## src/rtl/ocm_noise_streamer_if.sv

```systemverilog
// rtl/ocm_noise_streamer_if.sv - OCM read bus and noise sample stream bundle
//
// Purpose: groups the single-port noise OCM read interface and the downstream
// noise sample valid/ready stream that ocm_noise_streamer drives.
//
// Ports (master = streamer, slave = OCM + noise-injection consumer):
//   ocm_address     ADDR_W       OCM word address
//   ocm_chipselect  1            read issue strobe
//   ocm_write       1            always 0 (read-only master)
//   ocm_byteenable  DATA_W/8     always all-ones
//   ocm_clken       1            OCM clock enable, follows reset
//   ocm_readdata    DATA_W       read data, valid the cycle after issue
//   noise_data      SAMPLE_W     signed noise sample
//   noise_valid     1            sample valid
//   noise_ready     1            consumer ready
interface ocm_noise_streamer_if #(
  parameter int ADDR_W   = 10,
  parameter int DATA_W   = 32,
  parameter int SAMPLE_W = 8
);
  logic [ADDR_W-1:0]   ocm_address;
  logic                ocm_chipselect;
  logic                ocm_write;
  logic [DATA_W/8-1:0] ocm_byteenable;
  logic                ocm_clken;
  logic [DATA_W-1:0]   ocm_readdata;
  logic [SAMPLE_W-1:0] noise_data;
  logic                noise_valid;
  logic                noise_ready;

  modport master (
    output ocm_address, ocm_chipselect, ocm_write, ocm_byteenable, ocm_clken,
    output noise_data, noise_valid,
    input  ocm_readdata, noise_ready
  );

  modport slave (
    input  ocm_address, ocm_chipselect, ocm_write, ocm_byteenable, ocm_clken,
    input  noise_data, noise_valid,
    output ocm_readdata, noise_ready
  );
endinterface

```

## src/rtl/ocm_noise_streamer.sv

```systemverilog
// rtl/ocm_noise_streamer.sv - cyclic OCM read master with noise sample unpacker
//
// Purpose: sweeps the noise OCM table cyclically, prefetches words into a small
// FIFO and emits each word as LANES signed samples, lane 0 first, one per cycle.
//
// Ports:
//   clk         system clock
//   reset       synchronous active-low reset
//   enable      1 = stream, 0 = stop issuing and drain buffered words
//   num_words   table length latched on IDLE->RUN, 0 means 2**ADDR_W
//   wrap_pulse  high in the cycle the last table word is issued
//   busy        high while RUN or DRAIN
//   bus         OCM read bus and noise stream (master side)
module ocm_noise_streamer #(
  parameter int ADDR_W     = 10,
  parameter int DATA_W     = 32,
  parameter int SAMPLE_W   = 8,
  parameter int FIFO_DEPTH = 2
) (
  input  logic              clk,
  input  logic              reset,
  input  logic              enable,
  input  logic [ADDR_W-1:0] num_words,
  output logic              wrap_pulse,
  output logic              busy,
  ocm_noise_streamer_if.master bus
);

  localparam int LANES = DATA_W / SAMPLE_W;
  localparam int LW    = (LANES > 1) ? $clog2(LANES) : 1;
  localparam int PW    = (FIFO_DEPTH > 1) ? $clog2(FIFO_DEPTH) : 1;
  localparam int CW    = $clog2(FIFO_DEPTH + 1);

  typedef enum logic [1:0] {
    S_IDLE  = 2'd0,
    S_RUN   = 2'd1,
    S_DRAIN = 2'd2
  } state_t;

  state_t            state_q, state_d;
  logic [ADDR_W-1:0] ptr_q;
  logic [ADDR_W-1:0] nw_q;
  logic              inflight_q;

  logic [DATA_W-1:0] fifo_mem [FIFO_DEPTH];
  logic [PW-1:0]     rd_ptr_q, wr_ptr_q;
  logic [CW-1:0]     count_q;

  // Remaining lanes of the current word; lane 0 of it is always noise_data.
  logic [DATA_W-1:0] shift_q;
  logic [LW-1:0]     lane_q;
  logic              hold_q;

  logic              issue;
  logic              fire, last_lane, need_word, load, pop, push, drained;
  logic [DATA_W-1:0] load_word;
  logic [CW:0]       occupancy;
  logic              room;
  logic [ADDR_W-1:0] last_addr;

  function automatic logic [PW-1:0] ptr_next(input logic [PW-1:0] p);
    return (p == PW'(FIFO_DEPTH - 1)) ? '0 : p + PW'(1);
  endfunction

  // num_words==0 underflows to all-ones, i.e. the full 2**ADDR_W table.
  assign last_addr = nw_q - ADDR_W'(1);

  assign fire      = hold_q & bus.noise_ready;
  assign last_lane = (lane_q == LW'(LANES - 1));
  assign need_word = ~hold_q | (fire & last_lane);
  assign load      = need_word & ((count_q != '0) | inflight_q);
  assign pop       = load & (count_q != '0);
  // With the FIFO empty the returning word goes straight into the unpacker,
  // which is what gives the three-cycle first-sample latency.
  assign push      = inflight_q & ~(load & (count_q == '0));
  assign load_word = pop ? fifo_mem[rd_ptr_q] : bus.ocm_readdata;

  // Every word already committed (buffered, in flight or being unpacked)
  // counts, so a returning word always finds a free FIFO slot.
  assign occupancy = {1'b0, count_q} + (CW + 1)'(inflight_q) + (CW + 1)'(hold_q);
  assign room      = (occupancy <= (CW + 1)'(FIFO_DEPTH));
  assign drained   = (count_q == '0) & ~inflight_q & (~hold_q | (fire & last_lane));

  always_comb begin
    state_d = state_q;
    issue   = 1'b0;
    case (state_q)
      S_IDLE:  if (enable) state_d = S_RUN;
      S_RUN: begin
        issue = room;
        if (!enable) state_d = S_DRAIN;
      end
      S_DRAIN: if (drained) state_d = S_IDLE;
      default: state_d = S_IDLE;
    endcase
  end

  always_ff @(posedge clk) begin
    if (!reset) begin
      state_q    <= S_IDLE;
      ptr_q      <= '0;
      nw_q       <= '0;
      inflight_q <= 1'b0;
      rd_ptr_q   <= '0;
      wr_ptr_q   <= '0;
      count_q    <= '0;
      shift_q    <= '0;
      lane_q     <= '0;
      hold_q     <= 1'b0;
    end else begin
      state_q    <= state_d;
      inflight_q <= issue;

      if (state_q == S_IDLE && state_d == S_RUN) nw_q <= num_words;

      if (state_d == S_IDLE) ptr_q <= '0;
      else if (issue)        ptr_q <= (ptr_q == last_addr) ? '0 : ptr_q + ADDR_W'(1);

      if (push) wr_ptr_q <= ptr_next(wr_ptr_q);
      if (pop)  rd_ptr_q <= ptr_next(rd_ptr_q);
      case ({push, pop})
        2'b10:   count_q <= count_q + CW'(1);
        2'b01:   count_q <= count_q - CW'(1);
        default: count_q <= count_q;
      endcase

      if (load) begin
        shift_q <= load_word;
        lane_q  <= '0;
        hold_q  <= 1'b1;
      end else if (fire) begin
        shift_q <= shift_q >> SAMPLE_W;
        lane_q  <= lane_q + LW'(1);
        if (last_lane) hold_q <= 1'b0;
      end
    end
  end

  // Storage only; occupancy is tracked by count_q, so no reset is needed.
  always_ff @(posedge clk) begin
    if (push) fifo_mem[wr_ptr_q] <= bus.ocm_readdata;
  end

  assign wrap_pulse         = issue & (ptr_q == last_addr);
  assign busy               = (state_q != S_IDLE);
  assign bus.ocm_address    = ptr_q;
  assign bus.ocm_chipselect = issue;
  assign bus.ocm_write      = 1'b0;
  assign bus.ocm_byteenable = '1;
  assign bus.ocm_clken      = reset;
  assign bus.noise_data     = shift_q[SAMPLE_W-1:0];
  assign bus.noise_valid    = hold_q;

endmodule

```

## src/flat_wrapper.sv

```systemverilog
// flat-port wrapper written by rule: the top's interface ports become plain ports
module ocm_noise_streamer_flat 
#(
  parameter int ADDR_W     = 10,
  parameter int DATA_W     = 32,
  parameter int SAMPLE_W   = 8,
  parameter int FIFO_DEPTH = 2
)
  (clk, reset, enable, num_words, wrap_pulse, busy, bus_ocm_address, bus_ocm_chipselect, bus_ocm_write, bus_ocm_byteenable, bus_ocm_clken, bus_noise_data, bus_noise_valid, bus_ocm_readdata, bus_noise_ready);
  ocm_noise_streamer_if #(.ADDR_W(ADDR_W), .DATA_W(DATA_W), .SAMPLE_W(SAMPLE_W)) bus_i ();
  input  logic clk;
  input  logic reset;
  input  logic enable;
  input  logic [ADDR_W-1:0] num_words;
  output logic wrap_pulse;
  output logic busy;
  output wire logic [$bits(bus_i.ocm_address)-1:0] bus_ocm_address;
  output wire logic [$bits(bus_i.ocm_chipselect)-1:0] bus_ocm_chipselect;
  output wire logic [$bits(bus_i.ocm_write)-1:0] bus_ocm_write;
  output wire logic [$bits(bus_i.ocm_byteenable)-1:0] bus_ocm_byteenable;
  output wire logic [$bits(bus_i.ocm_clken)-1:0] bus_ocm_clken;
  output wire logic [$bits(bus_i.noise_data)-1:0] bus_noise_data;
  output wire logic [$bits(bus_i.noise_valid)-1:0] bus_noise_valid;
  input wire logic [$bits(bus_i.ocm_readdata)-1:0] bus_ocm_readdata;
  input wire logic [$bits(bus_i.noise_ready)-1:0] bus_noise_ready;
  assign bus_ocm_address = bus_i.ocm_address;
  assign bus_ocm_chipselect = bus_i.ocm_chipselect;
  assign bus_ocm_write = bus_i.ocm_write;
  assign bus_ocm_byteenable = bus_i.ocm_byteenable;
  assign bus_ocm_clken = bus_i.ocm_clken;
  assign bus_noise_data = bus_i.noise_data;
  assign bus_noise_valid = bus_i.noise_valid;
  assign bus_i.ocm_readdata = bus_ocm_readdata;
  assign bus_i.noise_ready = bus_noise_ready;
  ocm_noise_streamer #(.ADDR_W(ADDR_W), .DATA_W(DATA_W), .SAMPLE_W(SAMPLE_W), .FIFO_DEPTH(FIFO_DEPTH)) u_core (.clk(clk), .reset(reset), .enable(enable), .num_words(num_words), .wrap_pulse(wrap_pulse), .busy(busy), .bus(bus_i));
endmodule
```

## config.mk

```make
export PLATFORM = sky130hd
export DESIGN_NAME = ocm_noise_streamer_flat
export DESIGN_NICKNAME = d
export VERILOG_FILES = /design/src/rtl/ocm_noise_streamer_if.sv /design/src/rtl/ocm_noise_streamer.sv /design/src/flat_wrapper.sv
export SDC_FILE = /design/constraint.sdc
export NUM_CORES = 1
export LEC_CHECK = 0
export ABC_AREA = 1
export CORE_ASPECT_RATIO = 1.25
export CORE_UTILIZATION = 54
export CTS_CLUSTER_SIZE = 10
export DETAILED_ROUTE_END_ITERATION = 8
export DONT_BUFFER_PORTS = 1
export PLACE_DENSITY = 0.79
export SYNTH_ARGS = -nofsm -noshare
export SYNTH_HDL_FRONTEND = slang
export SYNTH_SLANG_ARGS = --single-unit
```

## constraint.sdc

```tcl
create_clock -name clk -period 3.1 [get_ports clk]
set_input_delay 0.31 -clock clk [delete_from_list [all_inputs] [get_ports clk]]
set_output_delay 0.31 -clock clk [all_outputs]
set_load 0.05 [all_outputs]
```

==> flow_metrics.env, run 1 <==
export IMPL_firstDrtPassIters=7
export IMPL_fp_dieH_um=118.1
export IMPL_clockBufferDepth=2
export IMPL_p_clk_share_pct=34.3
export IMPL_synth_top_family_by_area="simple AND/OR/NAND/NOR gates"
export IMPL_p_total_mw=6.529
export IMPL_synthSimpleGateAreaFrac_pct=19.60
export IMPL_peakVddDrop_mv=0.4321
export IMPL_path_class="flip-flop to output pin"
export IMPL_grt_pass1_wl_um=21760
export IMPL_drv_cap=0
export IMPL_fin_area_um2=6885
export IMPL_insertion_delay_ns=0.41
export IMPL_design_core_area_um2=10560
export IMPL_worstMarginPinSlew_ns=1.079
export IMPL_yosys_area_top_type_share_pct=33.00
export IMPL_cts_setup_buffers=0
export IMPL_nets=721
export IMPL_synth_seq_area_share_pct=54.66
export IMPL_rrSetupSlack_ns=0.69
export IMPL_first_iter_violations=303
export IMPL_routed_wl_um=13240
export IMPL_cp_end_kind="output pin"
export IMPL_antenna_found_initial=2
export IMPL_switching_share_pct=35.43
export IMPL_cp_start_kind="flip-flop"
export IMPL_syn_area_per_cell_um2=9.028
export IMPL_place_ws_ns=0.6877
export IMPL_rows=42
export IMPL_cts_tree="built"
export IMPL_ys_ff_latch=127
export IMPL_fillers=810
export IMPL_numPortBuffers=0
export IMPL_via_per_inst=5.628
export IMPL_status="complete, no violations"
export IMPL_yosysTopAreaCell="edfxtp_1"
export IMPL_synthAdderAreaFrac_pct=1.633
export IMPL_finalHoldViolations=0
export IMPL_pin_count=74
export IMPL_initial_core_util_pct=55.13
export IMPL_synth_compound_area_share_pct=13.69
export IMPL_p_int_mw=4.216
export IMPL_syn2layout_area_growth_pct=18.24
export IMPL_dp_hpwl_um=8409
export IMPL_slew_headroom_pct=27.99
export IMPL_wire_per_inst_um=16.25
export IMPL_htreeDepth=4
export IMPL_grt_pass1_vias=4758
export IMPL_place_area_um2=5889
export IMPL_timing_final_crit_period_ns=2.846
export IMPL_yosys_warnings=0
export IMPL_required_ns=2.79
export IMPL_synth_cell_types=39
export IMPL_synth_mux_area_share_pct=0.1719
export IMPL_fin_tns_setup_ns=0
export IMPL_drt_antenna_violating_nets=0
export IMPL_cts_root_buffer="clkbuf_16"
export IMPL_grt_max_degree=42
export IMPL_min_path_type="input pin to flip-flop"
export IMPL_gp_congestion=0.8270
export IMPL_p_comb_share_pct=31.8
export IMPL_die_width_um=94.88
export IMPL_crit_path_start="u_core.count_q[0]$_SDFFE_PN0P_"
export IMPL_synth_area_um2=5823
export IMPL_dieArea_um2=11210
export IMPL_p_switching_mw=2.313
export IMPL_period_share_pct=91.80
export IMPL_hold_start="reset"
export IMPL_critPathArrivalTime_ns=2.54
export IMPL_synth_xor_area_share_pct=1.354
export IMPL_path_clk_slew_ns=0.05
export IMPL_rsz0062_at_grt="no"
export IMPL_synthTopCellsByArea="edfxtp_1 (33%), dfxtp_1 (22%), nand2_1 (9.6%)"
export IMPL_drive_gt1_share_pct=12.04
export IMPL_finClkSkew_ns=0.009009
export IMPL_drc=0
export IMPL_placedCellCount=749
export IMPL_cp_max_fo=6
export IMPL_fmax_ghz=0.3514
export IMPL_stdcell_count=815
export IMPL_power_frac_seq_pct=33.9
export IMPL_cts_sinks=127
export IMPL_setup_viol=0
export IMPL_grt_total_usage_pct=25.70
export IMPL_powerDensity_nw_per_um2=948.2
export IMPL_final_max_slew_viol_count=0
export IMPL_vias=4587
export IMPL_r2r_start="u_core.count_q[0]$_SDFFE_PN0P_"
export IMPL_setup_slack_ns=0.2542
export IMPL_synth_cells=645
export IMPL_numCtsBuffers=17
export IMPL_leakagePower_nw=2.733
export IMPL_grt_overflow=0
path summary, 6_finish.rpt:
| kind | cells after the start | to |
|---|---|---|
| min | 2 | u_core.state_q[1]$_SDFF_PN0_ |
| min reg2reg | 2 | u_core.shift_q[27]$_SDFFE_PN0P_ |
| max | 10 | wrap_pulse |
| max reg2reg | 11 | u_core.bus.ocm_address[9]$_SDFFE_PP0P_ |
power by group through the flow:
stage / registers (mW) / logic, mW / clock network (mW)
floorplan: 2.14 / 1.75 / 0
global placement: 2.24 / 1.95 / 0
detailed placement: 2.25 / 2.01 / 0
CTS: 2.21 / 2.07 / 2.26
global route: 2.24 / 2.31 / 2.33
finish: 2.22 / 2.08 / 2.24
cells in the final DEF (no fill, tap or decap), types with 5 or more instances in the layout:
cell	count
edfxtp_1	64
conb_1	5
o211ai_2	8
bufinv_16	6
xor2_1	8
o21ai_1	8
a21oi_1	30
nor2_2	14
nand3_1	47
buf_4	10
inv_1	58
ha_1	6
nor2_1	34
a31oi_1	19
o21ai_0	44
o211ai_1	18
nand2_1	149
clkbuf_16	17
dfxtp_1	62
dlygate4sd3_1	32
cell usage after synthesis:
| cell | instances |
|---|---|
| xor2_1 | 8 |
| o21ai_2 | 1 |
| xnor2_1 | 1 |
| nor2_2 | 12 |
| nand3b_1 | 2 |
| nand3b_4 | 1 |
| conb_1 | 2 |
| nand3_2 | 2 |
| o211ai_1 | 18 |
| a21oi_1 | 30 |
| o211ai_2 | 8 |
| nor3_1 | 3 |
| inv_2 | 4 |
| a31oi_1 | 19 |
| nand4_1 | 1 |
| clkbuf_1 | 10 |
| dfxtp_1 | 63 |
| o21ai_0 | 44 |
| nand2_1 | 149 |
| or2_0 | 2 |
| o21ai_1 | 8 |
| fa_1 | 1 |
| buf_4 | 16 |
| a21oi_4 | 1 |
| nand2_2 | 3 |
| buf_6 | 3 |
| inv_1 | 58 |
| clkbuf_2 | 1 |
| nand2_4 | 1 |
| nor2_4 | 1 |
| inv_4 | 1 |
| edfxtp_1 | 64 |
| nor2_1 | 36 |
| mux2i_1 | 1 |
| or2_2 | 1 |
| buf_2 | 15 |
| ha_1 | 6 |
| a211oi_1 | 1 |
| nand3_1 | 47 |
cells by family (layout without fill, tap and decap cells):
group                    Yosys count  in the layout
XOR/XNOR                           9              9
multiplexers                       1              1
other                              2              7
AO/OA/AOI/OAI                    130            130
adder cells (fa/ha/maj)            7              7
buffers and inverters            108            141
AND/OR/NAND/NOR                  261            261
flip-flops                       127            127
final cells by class:
type | instances | area [um^2] | share of cell area [%]
inverters | 63 | 239.0 | 3.471
diodes | 2 | 5.005 | 0.07269
clock inverters | 11 | 210.2 | 3.053
repair buffers | 46 | 475.5 | 6.905
clock buffers | 21 | 460.4 | 6.687
multi-input cells | 413 | 2146 | 31.16
flip-flops and latches | 127 | 3184 | 46.25
well taps | 132 | 165.2 | 2.399
sequential cells by signal, indices dropped and copies added (netlist names), named ones only:
name and cells:
u_core.inflight_q 1, u_core.state_q 2, u_core.count_q 2, u_core.rd_ptr_q 1, u_core.bus.noise_valid 1, u_core.fifo_mem 64
u_core.shift_q 32, u_core.wr_ptr_q 1, u_core.lane_q 2, u_core.bus.ocm_address 10, u_core.nw_q 10
stage by stage:
stage	utilization, %	hold slack, ns
global placement	55.76	0.4090
detailed placement	55.76	0.4090
CTS	65.14	0.004725
finish	65.19	0.02569
floorplan	-	0.4089
global route	65.19	0.02011
critical path: stages (launching register included):
cell and delay [ns]:
dfxtp_1 0.41, inv_1 0.08, fa_1 0.41, ha_1 0.33, nand3b_4 0.09, a21oi_4 0.16
nand3_1 0.08, nor2_1 0.11, nand3_1 0.17, inv_1 0.14, buf_12 0.14
repair_timing:
item | 4_1_cts | 5_1_grt
endpoints found under the hold margin | 64 | 0
hold buffers | 32 | 0
gates resized for setup | 0 | 0
setup endpoints to repair | 0 | 0
metal layers:
metal  track usage (%)  vias up  share of wire, %
met5                 0        -                 0
met3             8.463       31               7.1
met2             44.11      182                52
li1                  -     2208                 -
met1             28.19     2166                38
met4             11.65        0               2.2
No activity file was read; power rests on OpenSTA's default activity.
==> run 2: changes to the inputs <==
Settings changed: ABC_AREA 1 to not set.
==> flow_metrics.env, run 2 <==
export IMPL_cp_max_fo=6
export IMPL_synth_seq_area_share_pct=54.65
export IMPL_antenna_cells=0
export IMPL_ys_ff_latch=127
export IMPL_yosys_warnings=0
export IMPL_firstDrtPassIters=5
export IMPL_cp_num_buf_inv=1
export IMPL_antenna_found_initial=0
export IMPL_numPortBuffers=0
export IMPL_regArea_um2=3188
export IMPL_r2r_cells=6
export IMPL_nets=618
export IMPL_insertion_delay_ns=0.41
export IMPL_period_share_pct=94.50
export IMPL_dp_hpwl_um=7751
export IMPL_leakagePower_nw=2.664
export IMPL_routed_wl_um=12370
export IMPL_gp_congestion=0.7895
export IMPL_p_total_mw=5.683
export IMPL_final_max_slew_viol_count=0
export IMPL_place_area_um2=5901
export IMPL_placedCellCount=646
export IMPL_yosysTopAreaCell="edfxtp_1"
export IMPL_via_per_inst=5.738
export IMPL_clockBufferDepth=2
export IMPL_drt_antenna_violating_nets=0
export IMPL_p_int_mw=3.876
export IMPL_peakVddDrop_mv=0.4465
export IMPL_yosys_area_top_type_share_pct=33.00
export IMPL_timing_final_crit_period_ns=2.930
export IMPL_status="complete, no violations"
export IMPL_p_comb_share_pct=21.2
export IMPL_fin_area_um2=6855
export IMPL_worst_hold_slack_ns=0.04705
export IMPL_syn2layout_area_growth_pct=17.70
export IMPL_syn_area_per_cell_um2=10.67
export IMPL_p_clk_share_pct=36.1
export IMPL_fp_dieH_um=118.1
export IMPL_synthTopCellsByArea="edfxtp_1 (33%), dfxtp_1 (22%), mux2i_1 (6.9%)"
export IMPL_drc=0
export IMPL_p_switching_mw=1.806
export IMPL_rrSetupSlack_ns=0.60
export IMPL_min_path_type="input pin to flip-flop"
export IMPL_reg_top3="u_core.fifo_mem x64, u_core.shift_q x32"
export IMPL_rows=42
export IMPL_path_class="flip-flop to output pin"
export IMPL_finClkSkew_ns=0.005074
export IMPL_setup_viol=0
export IMPL_fillers=811
export IMPL_synth_area_um2=5824
export IMPL_htreeDepth=4
export IMPL_path_clk_slew_ns=0.06
export IMPL_grt_pass1_vias=4122
export IMPL_grt_overflow=0
export IMPL_wire_per_inst_um=17.42
export IMPL_first_iter_violations=211
export IMPL_cts_root_buffer="clkbuf_16"
export IMPL_grt_max_degree=66
export IMPL_cts_setup_buffers=0
export IMPL_critical_path_cell_count=8
export IMPL_grt_pass1_wl_um=20020
export IMPL_synth_edff_count=64
export IMPL_fmax_ghz=0.3413
export IMPL_cp_end_kind="output pin"
export IMPL_crit_chain="inv_1, fa_1, ha_1, and3b_1, o21a_1, nand4_1, nor4_2, and2_4"
export IMPL_cts_tree="built"
export IMPL_cp_start_kind="flip-flop"
export IMPL_drv_cap=0
export IMPL_ys_flop_type="edfxtp_1"
export IMPL_slowest_stage="fa_1"
export IMPL_powerDensity_nw_per_um2=828.9
export IMPL_synth_cell_types=46
export IMPL_vias=4074
export IMPL_ys_async_sr_fraction_pct=0
export IMPL_top_register="u_core.fifo_mem"
export IMPL_design_core_area_um2=10560
export IMPL_drive_gt1_share_pct=10.21
export IMPL_required_ns=2.79
export IMPL_netlist_top_cells_count="edfxtp_1 (64), dfxtp_1 (63), nand3_1 (61)"
export IMPL_final_common_cell="edfxtp_1"
export IMPL_critPathTopFamily="simple AND/OR/NAND/NOR gates"
export IMPL_largest_reg_flops=64
export IMPL_dieArea_um2=11210
export IMPL_slew_headroom_pct=32.92
export IMPL_yosysMostFrequentCell="edfxtp_1"
export IMPL_hold_path_depth=1
export IMPL_worstMarginPinSlew_ns=1.002
export IMPL_cts_sinks=127
export IMPL_finalHoldViolations=0
export IMPL_power_frac_seq_pct=42.6
export IMPL_numCtsBuffers=17
export IMPL_grt_total_usage_pct=23.55
export IMPL_multi_input_area_um2=2379
export IMPL_die_width_um=94.89
export IMPL_synth_cells=546
export IMPL_initial_core_util_pct=55.14
export IMPL_stdcell_count=710
export IMPL_switching_share_pct=31.79
export IMPL_slowest_delay_ns=0.41
export IMPL_rsz0062_at_grt="no"
export IMPL_mostFrequentLayoutCells="edfxtp_1 (64), nand3_1 (61), dfxtp_1 (59)"
export IMPL_pin_count=74
export IMPL_critPathArrivalTime_ns=2.62
run 2: worst reg2reg max path, delay by kind of cell (launching register included):
kind / cells / cell delay (ns)
compound gates: 1 / 0.26
buf+inv: 3 / 0.89
flops: 1 / 0.33
simple gates: 2 / 0.71
run 2: cell families (layout without fill, tap and decap cells):
group,after synthesis,count (layout),synth area share (%)
DFF,127,127,54.65
muxes,40,40,6.874
buffers and inverters,62,91,5.113
xor gates and xnor gates,24,24,3.609
AOI/OAI and AO/OA,97,97,12.24
and+or+nand+nor,187,187,15.75
other,2,5,0.1289
adders and majority gates,7,7,1.633
run 2: power groups by stage:
stage / clock network [mW] / logic [mW] / registers [mW]
2_1_floorplan: 0 / 1.27 / 2.16
3_3_place_gp: 0 / 1.11 / 2.44
3_5_place_dp: 0 / 1.15 / 2.45
4_1_cts: 2.07 / 1.21 / 2.42
5_1_grt: 2.15 / 1.34 / 2.45
6_report: 2.05 / 1.21 / 2.42
run 2: worst paths after layout:
path                                                          start                               end
worst max-delay path                 u_core.count_q[0]$_SDFFE_PN0P_                        wrap_pulse
worst min-delay path                                          reset   u_core.shift_q[20]$_SDFFE_PN0P_
worst max register to register  u_core.bus.noise_valid$_SDFFE_PN0P_  u_core.fifo_mem[1][21]$_DFFE_PP_
worst min register to register        u_core.lane_q[1]$_SDFFE_PP0P_     u_core.lane_q[1]$_SDFFE_PP0P_
run 2: final cells by class:
| class | count | area share, % |
|---|---|---|
| clock inverters | 12 | 2.300 |
| well taps | 132 | 2.409 |
| repair buffers | 49 | 6.717 |
| multi-input cells | 360 | 34.70 |
| inverters | 10 | 0.5475 |
| clock buffers | 20 | 6.826 |
| flip-flops and latches | 127 | 46.50 |
run 2: per-stage QoR:
step | utilization (%) | worst slack [ns] | TNS (ns)
floorplan | - | -0.02489 | -0.02489
global placement | 55.86 | 0.5293 | 0
detailed placement | 55.86 | 0.4706 | 0
CTS | 64.82 | 0.002645 | 0
global route | 64.90 | 0.02652 | 0
finish | 64.90 | 0.1704 | 0
run 2: repair_timing:
item                                   4_1_cts  5_1_grt
hold buffers                                32        0
endpoints found under the hold margin       64        0
resized for setup                            0        3
setup endpoints to repair                    0        1
run 2: layer usage:
| metal | share of wire (%) | global-route usage (%) | vias up |
|---|---|---|---|
| met5 | 0 | 0 | - |
| met4 | 2.5 | 10.42 | 0 |
| met3 | 5.6 | 6.718 | 24 |
| met2 | 53 | 40.15 | 132 |
| met1 | 39 | 26.86 | 1925 |
| li1 | - | - | 1993 |
==> run 3: changes to the inputs <==
Settings changed: GPL_TIMING_DRIVEN set to 0.
==> flow_metrics.env, run 3 (synthesis results as in run 2) <==
export IMPL_first_iter_violations=197
export IMPL_top_register="u_core.fifo_mem"
export IMPL_period_share_pct=99.44
export IMPL_mostFrequentLayoutCells="edfxtp_1 (64), dfxtp_1 (62), nand3_1 (61)"
export IMPL_cts_sinks=127
export IMPL_final_common_cell="edfxtp_1"
export IMPL_p_total_mw=5.590
export IMPL_slew_headroom_pct=42.74
export IMPL_finalHoldViolations=0
export IMPL_dp_hpwl_um=8785
export IMPL_setup_slack_ns=0.01747
export IMPL_reg_top3="u_core.fifo_mem x64, u_core.shift_q x32"
export IMPL_grt_total_usage_pct=24.59
export IMPL_grt_overflow=0
export IMPL_place_ws_ns=-0.3500
export IMPL_r2r_start="u_core.bus.noise_valid$_SDFFE_PN0P_"
export IMPL_fp_dieH_um=118.1
export IMPL_drive_gt1_share_pct=10.06
export IMPL_grt_pass1_wl_um=20960
export IMPL_powerDensity_nw_per_um2=803.8
export IMPL_gp_congestion=0.8372
export IMPL_rsz0062_at_grt="yes"
export IMPL_cp_max_fo=2
export IMPL_status="complete, no violations"
export IMPL_htreeDepth=4
export IMPL_firstDrtPassIters=5
export IMPL_path_class="flip-flop to output pin"
export IMPL_leakagePower_nw=2.699
export IMPL_worstMarginPinSlew_ns=0.8590
export IMPL_grt_max_degree=33
export IMPL_vias=4318
export IMPL_fin_tns_setup_ns=0
export IMPL_required_ns=2.79
export IMPL_wire_per_inst_um=17.58
export IMPL_nets=656
export IMPL_largest_reg_flops=64
export IMPL_hold_start="num_words[1]"
export IMPL_numPortBuffers=0
export IMPL_cts_root_buffer="clkbuf_16"
export IMPL_drc=0
export IMPL_cp_end_kind="output pin"
export IMPL_final_max_slew_viol_count=0
export IMPL_insertion_delay_ns=0.41
export IMPL_design_core_area_um2=10560
export IMPL_dieArea_um2=11210
export IMPL_cts_tree="built"
export IMPL_critPathArrivalTime_ns=2.77
export IMPL_routed_wl_um=13150
export IMPL_pin_count=74
export IMPL_crit_path_start="u_core.bus.noise_valid$_SDFFE_PN0P_"
export IMPL_drv_cap=0
export IMPL_stdcell_count=748
export IMPL_placedCellCount=682
export IMPL_peakVddDrop_mv=0.5166
export IMPL_path_clk_slew_ns=0.05
export IMPL_finClkSkew_ns=0.006912
export IMPL_numCtsBuffers=17
export IMPL_fmax_ghz=0.3244
export IMPL_setup_viol=0
export IMPL_initial_core_util_pct=55.14
export IMPL_cp_start_kind="flip-flop"
export IMPL_syn2layout_area_growth_pct=19.40
export IMPL_die_width_um=94.89
export IMPL_drt_antenna_violating_nets=0
export IMPL_timing_final_crit_period_ns=3.083
export IMPL_min_path_type="input pin to flip-flop"
export IMPL_rows=42
export IMPL_via_per_inst=5.773
export IMPL_antenna_found_initial=0
export IMPL_grt_pass1_vias=4453
export IMPL_clockBufferDepth=2
export IMPL_antenna_cells=0
-- run 3: timing repair --
item	in CTS	in global routing
resized for setup	7	4
endpoints found under the hold margin	64	0
endpoints found under the setup margin	11	2
buffers inserted	2	2
pin swaps	1	5
hold buffers	32	0
-- run 3: critical path: stages (launching register included) --
cell and delay [ns]:
dfxtp_4 0.46, clkbuf_16 0.18, inv_4 0.03, fa_2 0.36, ha_4 0.26, and3b_1 0.17
o21a_1 0.15, nand4_1 0.09, nor4_2 0.26, buf_4 0.17, and2_4 0.23
-- run 3: layer usage --
metal / global-route usage, % / part of all wire, % / vias up
li1: - / - / 2063
met1: 26.17 / 39 / 2072
met2: 43.17 / 53 / 148
met3: 7.494 / 5.7 / 35
met4: 11.74 / 2.8 / 0
met5: 0 / 0 / -
-- run 3: worst paths after layout --
path / slack [ns] / to / cells past startpoint
setup / recovery: 0.02 / wrap_pulse / 10
hold reg to reg: 0.47 / u_core.lane_q[1]$_SDFFE_PP0P_ / 2
hold / removal: 0.07 / u_core.nw_q[1]$_SDFFE_PN0P_ / 2
setup reg to reg: 0.25 / u_core.count_q[1]$_SDFFE_PN0P_ / 9
-- run 3: area by class of cell --
cell class | instances | area [um^2]
fill | 811 | 3608
sequential | 127 | 3187
multi-input combinational | 360 | 2387
clock buffer | 24 | 451.7
timing repair buffer | 37 | 377.9
buffer | 50 | 277.8
tap | 132 | 165.2
clock inverter | 8 | 67.56
inverter | 10 | 40.04
-- run 3: metrics by stage --
step / utilization, % / hold slack [ns] / area (um^2)
after floorplan: - / 0.4089 / 5846
after detailed placement: 57.23 / 0.4090 / 6045
after global routing: 65.84 / 0.06216 / 6954
final: 65.84 / 0.06661 / 6954
after global placement: 56.91 / 0.4090 / 6011
after CTS: 65.59 / 0.05696 / 6928
-- run 3: report_power, final --
| part | switching [mW] | internal, mW | leakage [nW] |
|---|---|---|---|
| clock network | 0.667 | 1.09 | 0.256 |
| registers | 0.187 | 2.01 | 1.09 |
| logic | 0.997 | 0.632 | 1.35 |
| total | 1.85 | 3.74 | 2.70 |
